## config.mk

```make
export PLATFORM = sky130hd
export DESIGN_NAME = pointing_device_serializer_flat
export DESIGN_NICKNAME = d
export VERILOG_FILES = /design/src/rtl/pointing_device_serializer_pkg.sv /design/src/rtl/pointing_device_serializer_if.sv /design/src/rtl/pointing_device_serializer_axis.sv /design/src/rtl/pointing_device_serializer.sv /design/src/flat_wrapper.sv
export SDC_FILE = /design/constraint.sdc
export NUM_CORES = 1
export LEC_CHECK = 0
export BUFFER_PORTS_ARGS = -buffer_cell sky130_fd_sc_hd__buf_4
export CORE_UTILIZATION = 45
export DETAILED_ROUTE_END_ITERATION = 12
export GPL_TIMING_DRIVEN = 1
export SKIP_LAST_GASP = 1
export SLEW_MARGIN = 20
export SYNTH_ARGS = -nofsm -noshare
export SYNTH_HDL_FRONTEND = slang
export SYNTH_SLANG_ARGS = --single-unit
export TNS_END_PERCENT = 20
```

## constraint.sdc

```tcl
create_clock -name clk -period 22.4 [get_ports clk]
set_clock_uncertainty 0.05 [all_clocks]
set_input_delay 5.6 -clock clk [delete_from_list [all_inputs] [get_ports clk]]
set_output_delay 5.6 -clock clk [all_outputs]
set_load 0.05 [all_outputs]
```

## src/rtl/pointing_device_serializer_pkg.sv

```systemverilog
// pointing_pkg: state encoding, CD-i device ID bytes and the 8-bit clamp
// shared by the pointer serializer and its axis accumulators.
package pointing_pkg;

    typedef enum logic [1:0] {ID, B0, B1, B2} e_ptr_state;

    localparam logic [7:0] PTR_ID_MANEUVER = 8'hCA;
    localparam logic [7:0] PTR_ID_RELATIVE = 8'hCD;

    function automatic logic signed [7:0] sat_s8(input logic signed [15:0] v);
        return (v > 16'sd127) ? 8'h7F : (v < -16'sd128) ? 8'h80 : v[7:0];
    endfunction

endpackage

```

## src/rtl/pointing_device_serializer_if.sv

```systemverilog
// bytestream: one-cycle write strobe with an 8-bit byte, no backpressure.
interface bytestream;

    logic       write;
    logic [7:0] data;

    modport source (output write, data);
    modport sink   (input  write, data);

endinterface

```

## src/rtl/pointing_device_serializer_axis.sv

```systemverilog
// pointer_axis_accumulator: one axis of saturating relative motion with
// packet latch, residue carry and clear.
module pointer_axis_accumulator
    import pointing_pkg::*;
#(
    parameter int ACC_W = 10
) (
    input  logic              clk,
    input  logic              reset_n,
    input  logic              clr,
    input  logic              ev,
    input  logic signed [9:0] delta,
    input  logic signed [7:0] joy,
    input  logic              take,
    output logic signed [7:0] d
);

    localparam int W = ACC_W + 2;
    localparam logic signed [W-1:0] LIM  = {3'b000, {(ACC_W-1){1'b1}}};
    localparam logic signed [W-1:0] NLIM = -LIM;

    logic signed [ACC_W-1:0] acc, acc_n;
    logic signed [W-1:0]     t, nxt;

    // t carries the joystick on top of the stored motion; whatever the 8-bit
    // packet cannot hold stays behind as residue for the next packet.
    always_comb begin
        t     = {{2{acc[ACC_W-1]}}, acc} + {{(W-8){joy[7]}}, joy};
        d     = sat_s8({{(16-W){t[W-1]}}, t});
        nxt   = (take ? t - {{(W-8){d[7]}}, d} : {{2{acc[ACC_W-1]}}, acc})
              + (ev ? {{(W-10){delta[9]}}, delta} : '0);
        acc_n = (nxt > LIM) ? LIM[ACC_W-1:0] : (nxt < NLIM) ? NLIM[ACC_W-1:0] : nxt[ACC_W-1:0];
    end

    always_ff @(posedge clk)
        if (!reset_n || clr) acc <= '0;
        else acc <= acc_n;

endmodule

```

## src/rtl/pointing_device_serializer.sv

```systemverilog
// pointing_device_serializer: merges mouse, D-pad and analog stick into
// relative motion and emits 3-byte CD-i pointer packets at a fixed byte rate.
module pointing_device_serializer
    import pointing_pkg::*;
#(
    parameter int         TICKS_NORMAL  = 250000,
    parameter int         TICKS_OC      = 200000,
    parameter logic [7:0] DEVICE_ID     = PTR_ID_RELATIVE,
    parameter int         ACC_W         = 10,
    parameter int         SPEED_SLOW    = 2,
    parameter int         SPEED_FAST    = 8,
    parameter int         SPEED_FAST_OC = 7,
    parameter int         ACCEL_THRESH  = 5
) (
    input  logic        clk,
    input  logic        reset_n,
    input  logic [15:0] mister_joystick,
    input  logic [15:0] mister_joystick_analog,
    input  logic [24:0] mister_mouse,
    input  logic        rts,
    input  logic        overclock,
    bytestream.source   serial_out
);

    e_ptr_state        state;
    logic [31:0]       cnt, tick;
    logic [2:0]        accel;
    logic [1:0]        last_b;
    logic [7:0]        byte1, byte2, data;
    logic              write, mouse_tog, ev, b1, b2, send, take;
    logic [7:0]        speed, dpad_x, dpad_y, ana_x, ana_y, joy_x, joy_y;
    logic signed [7:0] dx, dy;
    logic signed [9:0] mdx, mdy;
    logic              unused_bits;

    function automatic logic [7:0] ana(input logic [7:0] a);
        logic signed [8:0] s;
        s = ($signed({a[7], a}) + 9'sd4) >>> 3;
        return 8'(s);
    endfunction

    assign unused_bits = ^{mister_joystick[15:6], mister_mouse[7:6], mister_mouse[3:2]};

    always_comb begin
        tick   = overclock ? TICKS_OC : TICKS_NORMAL;
        ev     = mister_mouse[24] ^ mouse_tog;
        mdx    = {mister_mouse[4], mister_mouse[4], mister_mouse[15:8]};
        mdy    = -{mister_mouse[5], mister_mouse[5], mister_mouse[23:16]};
        b1     = mister_mouse[0] | mister_joystick[5];
        b2     = mister_mouse[1] | mister_joystick[4];
        speed  = 8'((32'(accel) >= ACCEL_THRESH) ? (overclock ? SPEED_FAST_OC : SPEED_FAST) : SPEED_SLOW);
        dpad_x = mister_joystick[1] ? -speed : mister_joystick[0] ? speed : 8'd0;
        dpad_y = mister_joystick[3] ? -speed : mister_joystick[2] ? speed : 8'd0;
        ana_x  = ana(mister_joystick_analog[7:0]);
        ana_y  = ana(mister_joystick_analog[15:8]);
        joy_x  = (ana_x != 8'd0) ? ana_x : dpad_x;
        joy_y  = (ana_y != 8'd0) ? ana_y : dpad_y;
        send   = (dx != 8'sd0) || (dy != 8'sd0) || ({b1, b2} != last_b);
        take   = !rts && (cnt == 0) && (state == B0) && send;
    end

    pointer_axis_accumulator #(.ACC_W(ACC_W)) u_axis_x (
        .clk(clk), .reset_n(reset_n), .clr(rts), .ev(ev), .delta(mdx),
        .joy(joy_x), .take(take), .d(dx)
    );

    pointer_axis_accumulator #(.ACC_W(ACC_W)) u_axis_y (
        .clk(clk), .reset_n(reset_n), .clr(rts), .ev(ev), .delta(mdy),
        .joy(joy_y), .take(take), .d(dy)
    );

    // The toggle copy follows the input even in reset so release never fakes an event.
    always_ff @(posedge clk) begin
        mouse_tog <= mister_mouse[24];
        if (!reset_n) begin
            write  <= 1'b0;
            data   <= 8'd0;
            state  <= ID;
            cnt    <= 32'(TICKS_NORMAL);
            accel  <= 3'd0;
            last_b <= 2'b00;
            byte1  <= 8'd0;
            byte2  <= 8'd0;
        end else begin
            write <= 1'b0;
            if (rts) begin
                state  <= ID;
                cnt    <= tick;
                accel  <= 3'd0;
                last_b <= 2'b00;
            end else if (cnt != 0) begin
                cnt <= cnt - 1;
            end else begin
                cnt <= tick;
                case (state)
                    ID: begin
                        write <= 1'b1;
                        data  <= DEVICE_ID;
                        state <= B0;
                    end
                    B0: begin
                        accel <= (|mister_joystick[3:0]) ? ((accel == 3'd7) ? accel : accel + 3'd1) : 3'd0;
                        if (send) begin
                            write  <= 1'b1;
                            data   <= {2'b11, b1, b2, dy[7:6], dx[7:6]};
                            byte1  <= {2'b10, dx[5:0]};
                            byte2  <= {2'b10, dy[5:0]};
                            last_b <= {b1, b2};
                            state  <= B1;
                        end
                    end
                    B1: begin
                        write <= 1'b1;
                        data  <= byte1;
                        state <= B2;
                    end
                    default: begin
                        write <= 1'b1;
                        data  <= byte2;
                        state <= B0;
                    end
                endcase
            end
        end
    end

    assign serial_out.write = write;
    assign serial_out.data  = data;

endmodule
```

## src/flat_wrapper.sv

```systemverilog
// flat-port wrapper written by rule: the top's interface ports become plain ports
module pointing_device_serializer_flat import pointing_pkg::*;
#(
    parameter int         TICKS_NORMAL  = 250000,
    parameter int         TICKS_OC      = 200000,
    parameter logic [7:0] DEVICE_ID     = PTR_ID_RELATIVE,
    parameter int         ACC_W         = 10,
    parameter int         SPEED_SLOW    = 2,
    parameter int         SPEED_FAST    = 8,
    parameter int         SPEED_FAST_OC = 7,
    parameter int         ACCEL_THRESH  = 5
)
  (clk, reset_n, mister_joystick, mister_joystick_analog, mister_mouse, rts, overclock, serial_out_write, serial_out_data);
  bytestream serial_out_i ();
  input  logic clk;
  input  logic reset_n;
  input  logic [15:0] mister_joystick;
  input  logic [15:0] mister_joystick_analog;
  input  logic [24:0] mister_mouse;
  input  logic rts;
  input  logic overclock;
  output wire logic [$bits(serial_out_i.write)-1:0] serial_out_write;
  output wire logic [$bits(serial_out_i.data)-1:0] serial_out_data;
  assign serial_out_write = serial_out_i.write;
  assign serial_out_data = serial_out_i.data;
  pointing_device_serializer #(.TICKS_NORMAL(TICKS_NORMAL), .TICKS_OC(TICKS_OC), .DEVICE_ID(DEVICE_ID), .ACC_W(ACC_W), .SPEED_SLOW(SPEED_SLOW), .SPEED_FAST(SPEED_FAST), .SPEED_FAST_OC(SPEED_FAST_OC), .ACCEL_THRESH(ACCEL_THRESH)) u_core (.clk(clk), .reset_n(reset_n), .mister_joystick(mister_joystick), .mister_joystick_analog(mister_joystick_analog), .mister_mouse(mister_mouse), .rts(rts), .overclock(overclock), .serial_out(serial_out_i));
endmodule
```

; ---- Word level (Yosys, flattened, before mapping)
; Index checks and enable logic that the tools add are counted.
; Widths: inputs -> output; s select.
[op_classes]
n_div = 0
n_addsub = 12
magnitude_cmp = 9
n_bitwise = 6
shifts = 0
n_mux = 31
reduce_logical = 25
n_mul = 0
n_eq_ne = 6
[ops]
columns = operator, n
row1 = $mux 8, 12
row2 = $mux 32, 2
row3 = $mux 12, 4
row4 = $logic_not 32->1, 1
row5 = $reduce_bool 32->1, 1
row6 = $reduce_bool 8->1, 4
row7 = $sub 32x1->32 const B, 1
row8 = $add 12x12->12, 2
row9 = $gt 12x10->1 const B, 2
row10 = $lt 12x10->1 const B, 2
row11 = $pmux 8 s3, 1
row12 = $sub 11x8->12, 2
row13 = $add 10x8->11, 2
row14 = $gt 11x8->1 const B, 2
row15 = $lt 11x8->1 const B, 2
row16 = $mux 10, 2
row17 = $add 8x4->9 const B, 2
row18 = $mux 9, 2
row19 = $mux 16, 1
row20 = $neg 10->10, 1
row21 = $reduce_and 3->1, 3
row22 = $neg 8->8, 1
row23 = $mux 3, 2
row24 = $reduce_or 2->1, 3
row25 = 23 further kinds, 32
[word_totals]
mem_bits_ro = 0
wordCells = 102
latch_bits = 0
memories = 0
reg_bits = 83
ram_bits = 0

; ---- Logic depth before layout (Yosys ltp)
; Gate-level depths: netlist of the first run.
[depth]
depth_word = 18
ltp_mapped = 38

; ---- Cells and area by module
; Synthesis of the first run repeated with hierarchy kept, for this count alone.
[hier_totals]
hier_cells = 1022
area_unflattened_um2 = 8167.8
[by_module_without_submodules]
columns = mod, seq_area_each_um2, n_inst, cells_per_inst, area_per_inst_um2
row1 = pointing_device_serializer, 1241.2, 1, 455, 3692.3
row2 = pointer_axis_accumulator (u_core.u_axis_x), 200.2, 1, 294, 2277.2
row3 = pointer_axis_accumulator (u_core.u_axis_y), 200.2, 1, 273, 2198.4

; ---- Least setup slack after synthesis of the first run
; Ideal clock, no wire load.
[synth_timing]
path_kind = input -> register
startpoint = in mister_joystick_analog[2]
endpoint = reg u_core.u_axis_x.acc[2]
path_stages = 35
setup_ns = 0.140
slack_ns = 8.882
required_ns = 22.210
arrival_time_ns = 13.328
n_path_buf = 4
cell_sequence = ha_1 nand3_1 xor2_1 nand2_1 nor3_1 and2_1 clkbuf_1 o21ai_0 o21bai_1 ha_1 inv_1 fa_1 nand2b_1 a211o_1 a211oi_1 or2_2 clkbuf_1 inv_1 or4_1 or4_1 nand3_1 buf_2 buf_1 nand2_1 o21ai_0 ha_1 inv_1 fa_1 xnor2_1 or4b_2 or4_1 o311ai_0 nand2_1 mux2i_2 o22ai_1
[synth_via]
elab_chain_cells = 16
word_cells_on_any_way = 19
cone_classes = add/sub: 4 / order compare: 4 / mux: 6 / reduce/logical: 5
[synth_rtl]
columns = item, line_no
row1 = start: declaration, flat_wrapper.sv:18  ; input logic [15:0] mister_joystick_analog;
row2 = $add 8x4->9 *, pointing_device_serializer.sv:38  ; s = ($signed({a[7], a}) + 9'sd4) >>> 3;
row3 = $reduce_bool 8->1, pointing_device_serializer.sv:56  ; joy_x = (ana_x != 8'd0) ? ana_x : dpad_x;
row4 = $mux 8 *, pointing_device_serializer.sv:56
row5 = $add 10x8->11 *, pointing_device_serializer_axis.sv:28  ; t = {{2{acc[ACC_W-1]}}, acc} + {{(W-8){joy[7]}}, joy};
row6 = branches (longest 7 deep; another with $sub 11x8->12), n/a
row7 = $mux 12 *, pointing_device_serializer_axis.sv:30  ; nxt = (take ? t - {{(W-8){d[7]}}, d} : {{2{acc[ACC_W-1]}}, acc})
row8 = $add 12x12->12 *, pointing_device_serializer_axis.sv:31  ; + (ev ? {{(W-10){delta[9]}}, delta} : '0);
row9 = $lt 12x10->1, pointing_device_serializer_axis.sv:32  ; acc_n = (nxt > LIM) ? LIM[ACC_W-1:0] : (nxt < NLIM) ? NLIM[ACC_W-1:0] : nxt[ACC_W-1:0];
row10 = $mux 10, pointing_device_serializer_axis.sv:32
row11 = $mux 9 *, pointing_device_serializer_axis.sv:32
row12 = end signal: assignment, pointing_device_serializer_axis.sv:37  ; else acc <= acc_n;
row13 = end: declaration, pointing_device_serializer_axis.sv:22  ; logic signed [ACC_W-1:0] acc, acc_n;
; Every way passes the cells marked *.
; A chain may end at the register's enable or synchronous reset.

; ---- Worst setup path after layout of the first run
[layout_timing]
startpoint = in mister_joystick_analog[2]
endpoint = reg u_core.u_axis_x.acc[6]
; Same word-level chain as after synthesis.

==> results of run 1 <==
cell usage in the layout, fill, tap and decap left out, types with 16 or more instances in the layout:
cell type	instances
dfxtp_1	82
mux2i_1	19
inv_1	53
nor3_1	30
nor2b_1	17
o21ai_0	82
nor2_1	105
xnor2_1	48
o21a_1	16
nand3_1	23
nand2_1	102
a21oi_1	55
o22ai_1	19
buf_4	57
xor2_1	32
and2_1	25
ha_1	77
final cells by class:
cell class              instances  area [µm²]
fillers                      1731        8450
multi-input cells             886        6090
flip-flops and latches         82        1640
repair buffers                 57         428
well taps                     225         282
clock buffers                  10         239
inverters                      56         210
clock inverters                 6        72.6
registers in the layout (all words and copies together) (netlist names), 2 cells and up:
| name | count |
|---|---|
| u_core.cnt | 32 |
| u_core.u_axis_x.acc | 10 |
| u_core.u_axis_y.acc | 10 |
| u_core.serial_out.data | 8 |
| u_core.byte1 | 7 |
| u_core.byte2 | 6 |
| u_core.accel | 3 |
| u_core.last_b | 2 |
| u_core.state | 2 |
layer usage:
layer	track usage [%]	routed length, µm	vias up
met5	0	0	-
met4	6.17	347	0
met3	3.62	1120	21
met2	35.7	8890	196
met1	33.8	10600	3408
li1	-	-	3910
kinds of logic (layout without fill, tap and decap cells):
kind of cell | after synthesis | count (layout) | share of synthesized area, %
DFF | 82 | 82 | 20.4
adders and majority gates | 83 | 83 | 13.4
muxes | 23 | 23 | 3.04
AOI/OAI and AO/OA | 305 | 305 | 26.0
and+or+nand+nor | 395 | 395 | 24.4
buffers and inverters | 82 | 129 | 4.09
xor gates and xnor gates | 80 | 80 | 8.69
power by group:
part | leakage (nW) | total (mW) | switching [mW] | internal, mW
Clock | 0.150 | 0.157 | 0.0661 | 0.0907
Combinational | 2.83 | 0.427 | 0.261 | 0.166
Sequential | 0.668 | 0.160 | 0.00684 | 0.153
Total | 3.65 | 0.744 | 0.334 | 0.410
stage by stage:
stage | hold WS [ns] | std cells | utilization, % | power, mW
floorplan | 0.357 | 1050 | - | 0.483
global route | 0.433 | 1322 | 51.5 | 0.802
finish | 0.392 | 1322 | 51.5 | 0.744
global placement | 0.372 | 1306 | 49.7 | 0.580
detailed placement | 0.383 | 1306 | 49.7 | 0.581
CTS | 0.400 | 1322 | 51.5 | 0.742
final timing paths:
check | startpoint | end | slack [ns] | cells past startpoint
setup / recovery | mister_joystick_analog[2] | u_core.u_axis_x.acc[6] | 7.82 | 33
hold / removal | u_core.cnt[0] | u_core.cnt[0] | 0.39 | 1
setup reg to reg | u_core.accel[1] | u_core.u_axis_x.acc[6] | 13.53 | 28
hold reg to reg | u_core.cnt[0] | u_core.cnt[0] | 0.39 | 1
worst max-delay path: cells and delay by family:
family          cells  cell delay (ns)
xor+xnor            2             0.32
compound gates     10             3.41
mux                 2             0.74
simple gates        9             2.46
buf+inv             5             0.55
fa+ha+maj           5             1.67
==> results.cfg, run 1 <==
[outcome]
status = finished clean

[sta]
tns_ns = 0
period_needed_ns = 14.58
worstMarginPinSlew_ns = 0.830
hold_viol = 0
rsz0062_at_grt = no
relSlewSlack_pct = 44.1
max_freq_mhz = 68.6
post-route-period-util_pct = 65.1
maxSlewViolCount = 0
setup_viol = 0
setup_slack_ns = 7.82

[yosys]
syn_area_per_cell_um2 = 7.68
ys_top_cells_by_count = nor2_1, nand2_1, dfxtp_1, o21ai_0, ha_1
synth_top_area_cell = dfxtp_1
synth_edf_count = 0
yosys_warnings = 0
async_flop_share_pct = 0
synth_cell_types = 82
synth-main-ff-cell = dfxtp_1
synth_seq_cells = 82
synth_top_area_share_pct = 20.4
synth_area_leaders = dfxtp_1, ha_1, xnor2_1, o21ai_0, nor2_1
synth.most_common_cell = nor2_1
yosysSeqAreaShare_pct = 20.4
syn_nets = 1194
netlist_instances = 1050
syn_area_um2 = 8070

[global_routing]
grt_max_degree = 34
grt_pass1_vias = 6844
grt_antenna_before_repair = 0
grt_pass1_wl_um = 34100
grt_util_all_layers_pct = 23.4
grt_remaining_overflow = 0

[final_layout]
diodes = 0
postLayoutCellArea_um2 = 8970
drive_above_1_share_pct = 10.0
syn2layout_area_growth_pct = 11.2
fin_nets = 1236

[placement]
gp_congestion = 0.894
hpwl_um = 16900
dp_worst_setup_slack_ns = 7.55
placed_area_um2 = 8660
io_buffers = 51

[clocking]
numCtsBuffers = 9
ctsLongestPathBuffers = 2
tritoncts = built
postCtsHoldBufs = 0
cts-root-buf = clkbuf_16
htreeDepth = 3
post-cts-setup-buffer-count = 0
cts.clk_slew.worst_paths_ns = 0.07
numClockSinks = 82
post_cts_resize_count = 0
clock_latency_ns = 0.35

[route]
num_vias = 7535
ant_nets = 0
post-route-drc-count = 0
wl_um = 21000
firstDrtPassIters = 5
avgRoutedWirePerCell_um = 15.9
via_per_inst = 5.70
drtIter0Drc = 452

[critical_path]
startpoint_type = input pin
critical_path_class = input pin to flip-flop
end_kind = flip-flop
cp_data_required_time_ns = 22.57
worst_ep_arrival_time_ns = 14.75
worst-path-max-fanout = 8
cpPeakStageDelay_ns = 0.70
cp_slowest_cell = o21ai_0

[power]
powerDensity_nw_per_um2 = 83.0
leakage_nw = 3.65
irDropWorstVdd_v = 0.0000438

[job]
cap_violations = 0

[floorplan]
die_area_um2 = 18500
die_w_um = 136
start_util_pct = 46.3
core-area_um2 = 17400
boundaryPins = 70
placementRows = 48
fp.dieH_um = 136

[worst_hold_path]
hold_path.class = flip-flop to flip-flop
Power figures use the tool's default switching activity.
==> inputs of run 2 (changes only) <==
clock period = 14.6 ns   (was 22.4 ns; I/O delays follow)
==> run 2 against run 1 <==
Compared with the run above: sequential power rose by 54%; largest cell class unchanged; setup slack lost 5.9 ns; design area fell by 0.47%; register-to-register slack got worse by 7.8 ns; core utilization down 0.24 points.
==> results.cfg, run 2 (same netlist as run 1, synthesis figures left out) <==
[outcome]
status = finished clean

[job]
cap_violations = 0

[sta]
tns_ns = 0
worstMarginPinSlew_ns = 0.921
hold_viol = 0
maxSlewViolCount = 0
setup_viol = 0
rsz0062_at_grt = no
post-route-period-util_pct = 86.6
period_needed_ns = 12.64
relSlewSlack_pct = 38.4
max_freq_mhz = 79.1

[power]
powerDensity_nw_per_um2 = 125
leakage_nw = 3.63
irDropWorstVdd_v = 0.0000565

[clocking]
cts-root-buf = clkbuf_16
numClockSinks = 82
htreeDepth = 3
numCtsBuffers = 9
tritoncts = built
ctsLongestPathBuffers = 2
cts.clk_slew.worst_paths_ns = 0.07
clock_latency_ns = 0.36
postCtsHoldBufs = 0
post-cts-setup-buffer-count = 0
post_cts_resize_count = 0

[route]
drtIter0Drc = 551
avgRoutedWirePerCell_um = 16.0
post-route-drc-count = 0
firstDrtPassIters = 5
ant_nets = 0
wl_um = 21100
via_per_inst = 5.75
num_vias = 7590

[floorplan]
boundaryPins = 70
die_area_um2 = 18500
die_w_um = 136
fp.dieH_um = 136
core-area_um2 = 17400
start_util_pct = 46.3
placementRows = 48

[critical_path]
ff2ff_path_depth = 28
cp_slowest_cell = o311ai_0
timing.rr.start = u_core.accel[1]
reg2reg_slack_ns = 5.70
r2r_end = u_core.u_axis_x.acc[2]
cp_data_required_time_ns = 14.77
critical_path_class = input pin to flip-flop
worst-path-max-fanout = 8
startpoint_type = input pin
worst_ep_arrival_time_ns = 12.81
end_kind = flip-flop
cpPeakStageDelay_ns = 0.70

[placement]
hpwl_um = 17000
dp.cells = 1305
io_buffers = 51
gp_congestion = 0.899

[final_layout]
regMostFlops = u_core.cnt
reg.largest.list = u_core.cnt x32, u_core.u_axis_x.acc x10, u_core.u_axis_y.acc x10
largest_reg_flops = 32
drive_above_1_share_pct = 9.95
layout.cells.non_filler = 1321
fillCellCount = 1769
fin_nets = 1235
diodes = 0
final_common_cell = nor2_1
final_cell_mix = nor2_1, nand2_1, o21ai_0, dfxtp_1, ha_1
syn2layout_area_growth_pct = 10.6

[global_routing]
grt_util_all_layers_pct = 23.6
grt_remaining_overflow = 0
grt_pass1_vias = 6844
grt_antenna_before_repair = 0
grt_pass1_wl_um = 34200
grt_max_degree = 34

[worst_hold_path]
min_to = u_core.cnt[0]
worstHoldStart = u_core.cnt[0]
hold_depth = 1
hold_path.class = flip-flop to flip-flop
-- run 2: per-layer routing --
metal,GRT usage [%],share of wire (%),up-vias,routed length [µm]
met5,0,0,-,0
li1,-,-,3899,-
met4,6.98,1.3,0,282
met2,36.4,43,193,8970
met1,33.4,50,3473,10600
met3,3.77,5.7,25,1200
-- run 2: critical path, delay by kind of cell --
kind | cells | cell delay, ns
simple gates | 9 | 2.44
buf+inv | 5 | 0.53
compound gates | 10 | 3.43
fa+ha+maj | 5 | 1.69
mux | 2 | 0.72
xor+xnor | 2 | 0.34
-- run 2: where the power goes --
part,internal [mW],total [mW],switching [mW]
clock network,0.116,0.220,0.103
registers,0.235,0.246,0.0106
logic,0.253,0.654,0.401
-- run 2: area by class of cell --
class	instances	area, µm²	share of cell area [%]
clock buffer	9	225	2.52
clock inverter	7	51.3	0.575
sequential	82	1640	18.4
multi-input combinational	886	6090	68.3
tap	225	282	3.15
timing repair buffer	56	420	4.71
inverter	56	210	2.36
-- run 2: worst max-delay path by stage --
| stage | from | to | slack [ns] | cells past startpoint |
|---|---|---|---|---|
| 3_3_place_gp | mister_joystick_analog[2] | u_core.u_axis_x.acc[8] | 1.72 | 33 |
| 4_1_cts | mister_joystick_analog[2] | u_core.u_axis_x.acc[2] | 2.00 | 33 |
| 5_1_grt | mister_joystick_analog[10] | u_core.u_axis_y.acc[6] | 1.09 | 37 |
| 3_5_place_dp | mister_joystick_analog[2] | u_core.u_axis_x.acc[8] | 1.63 | 33 |
| 6_report | mister_joystick_analog[2] | u_core.u_axis_x.acc[2] | 1.96 | 33 |
| 2_1_floorplan | mister_joystick_analog[2] | u_core.u_axis_x.acc[2] | 3.03 | 35 |
-- run 2: per-stage QoR --
stage | area (µm²) | setup slack [ns] | utilization [%] | power [mW] | hold WS [ns]
2_1_floorplan | 8070 | 3.03 | - | 0.742 | 0.357
3_3_place_gp | 8650 | 1.72 | 49.7 | 0.888 | 0.372
3_5_place_dp | 8650 | 1.63 | 49.7 | 0.890 | 0.384
4_1_cts | 8920 | 2.00 | 51.2 | 1.11 | 0.395
5_1_grt | 8920 | 1.09 | 51.2 | 1.20 | 0.412
6_report | 8920 | 1.96 | 51.2 | 1.12 | 0.388
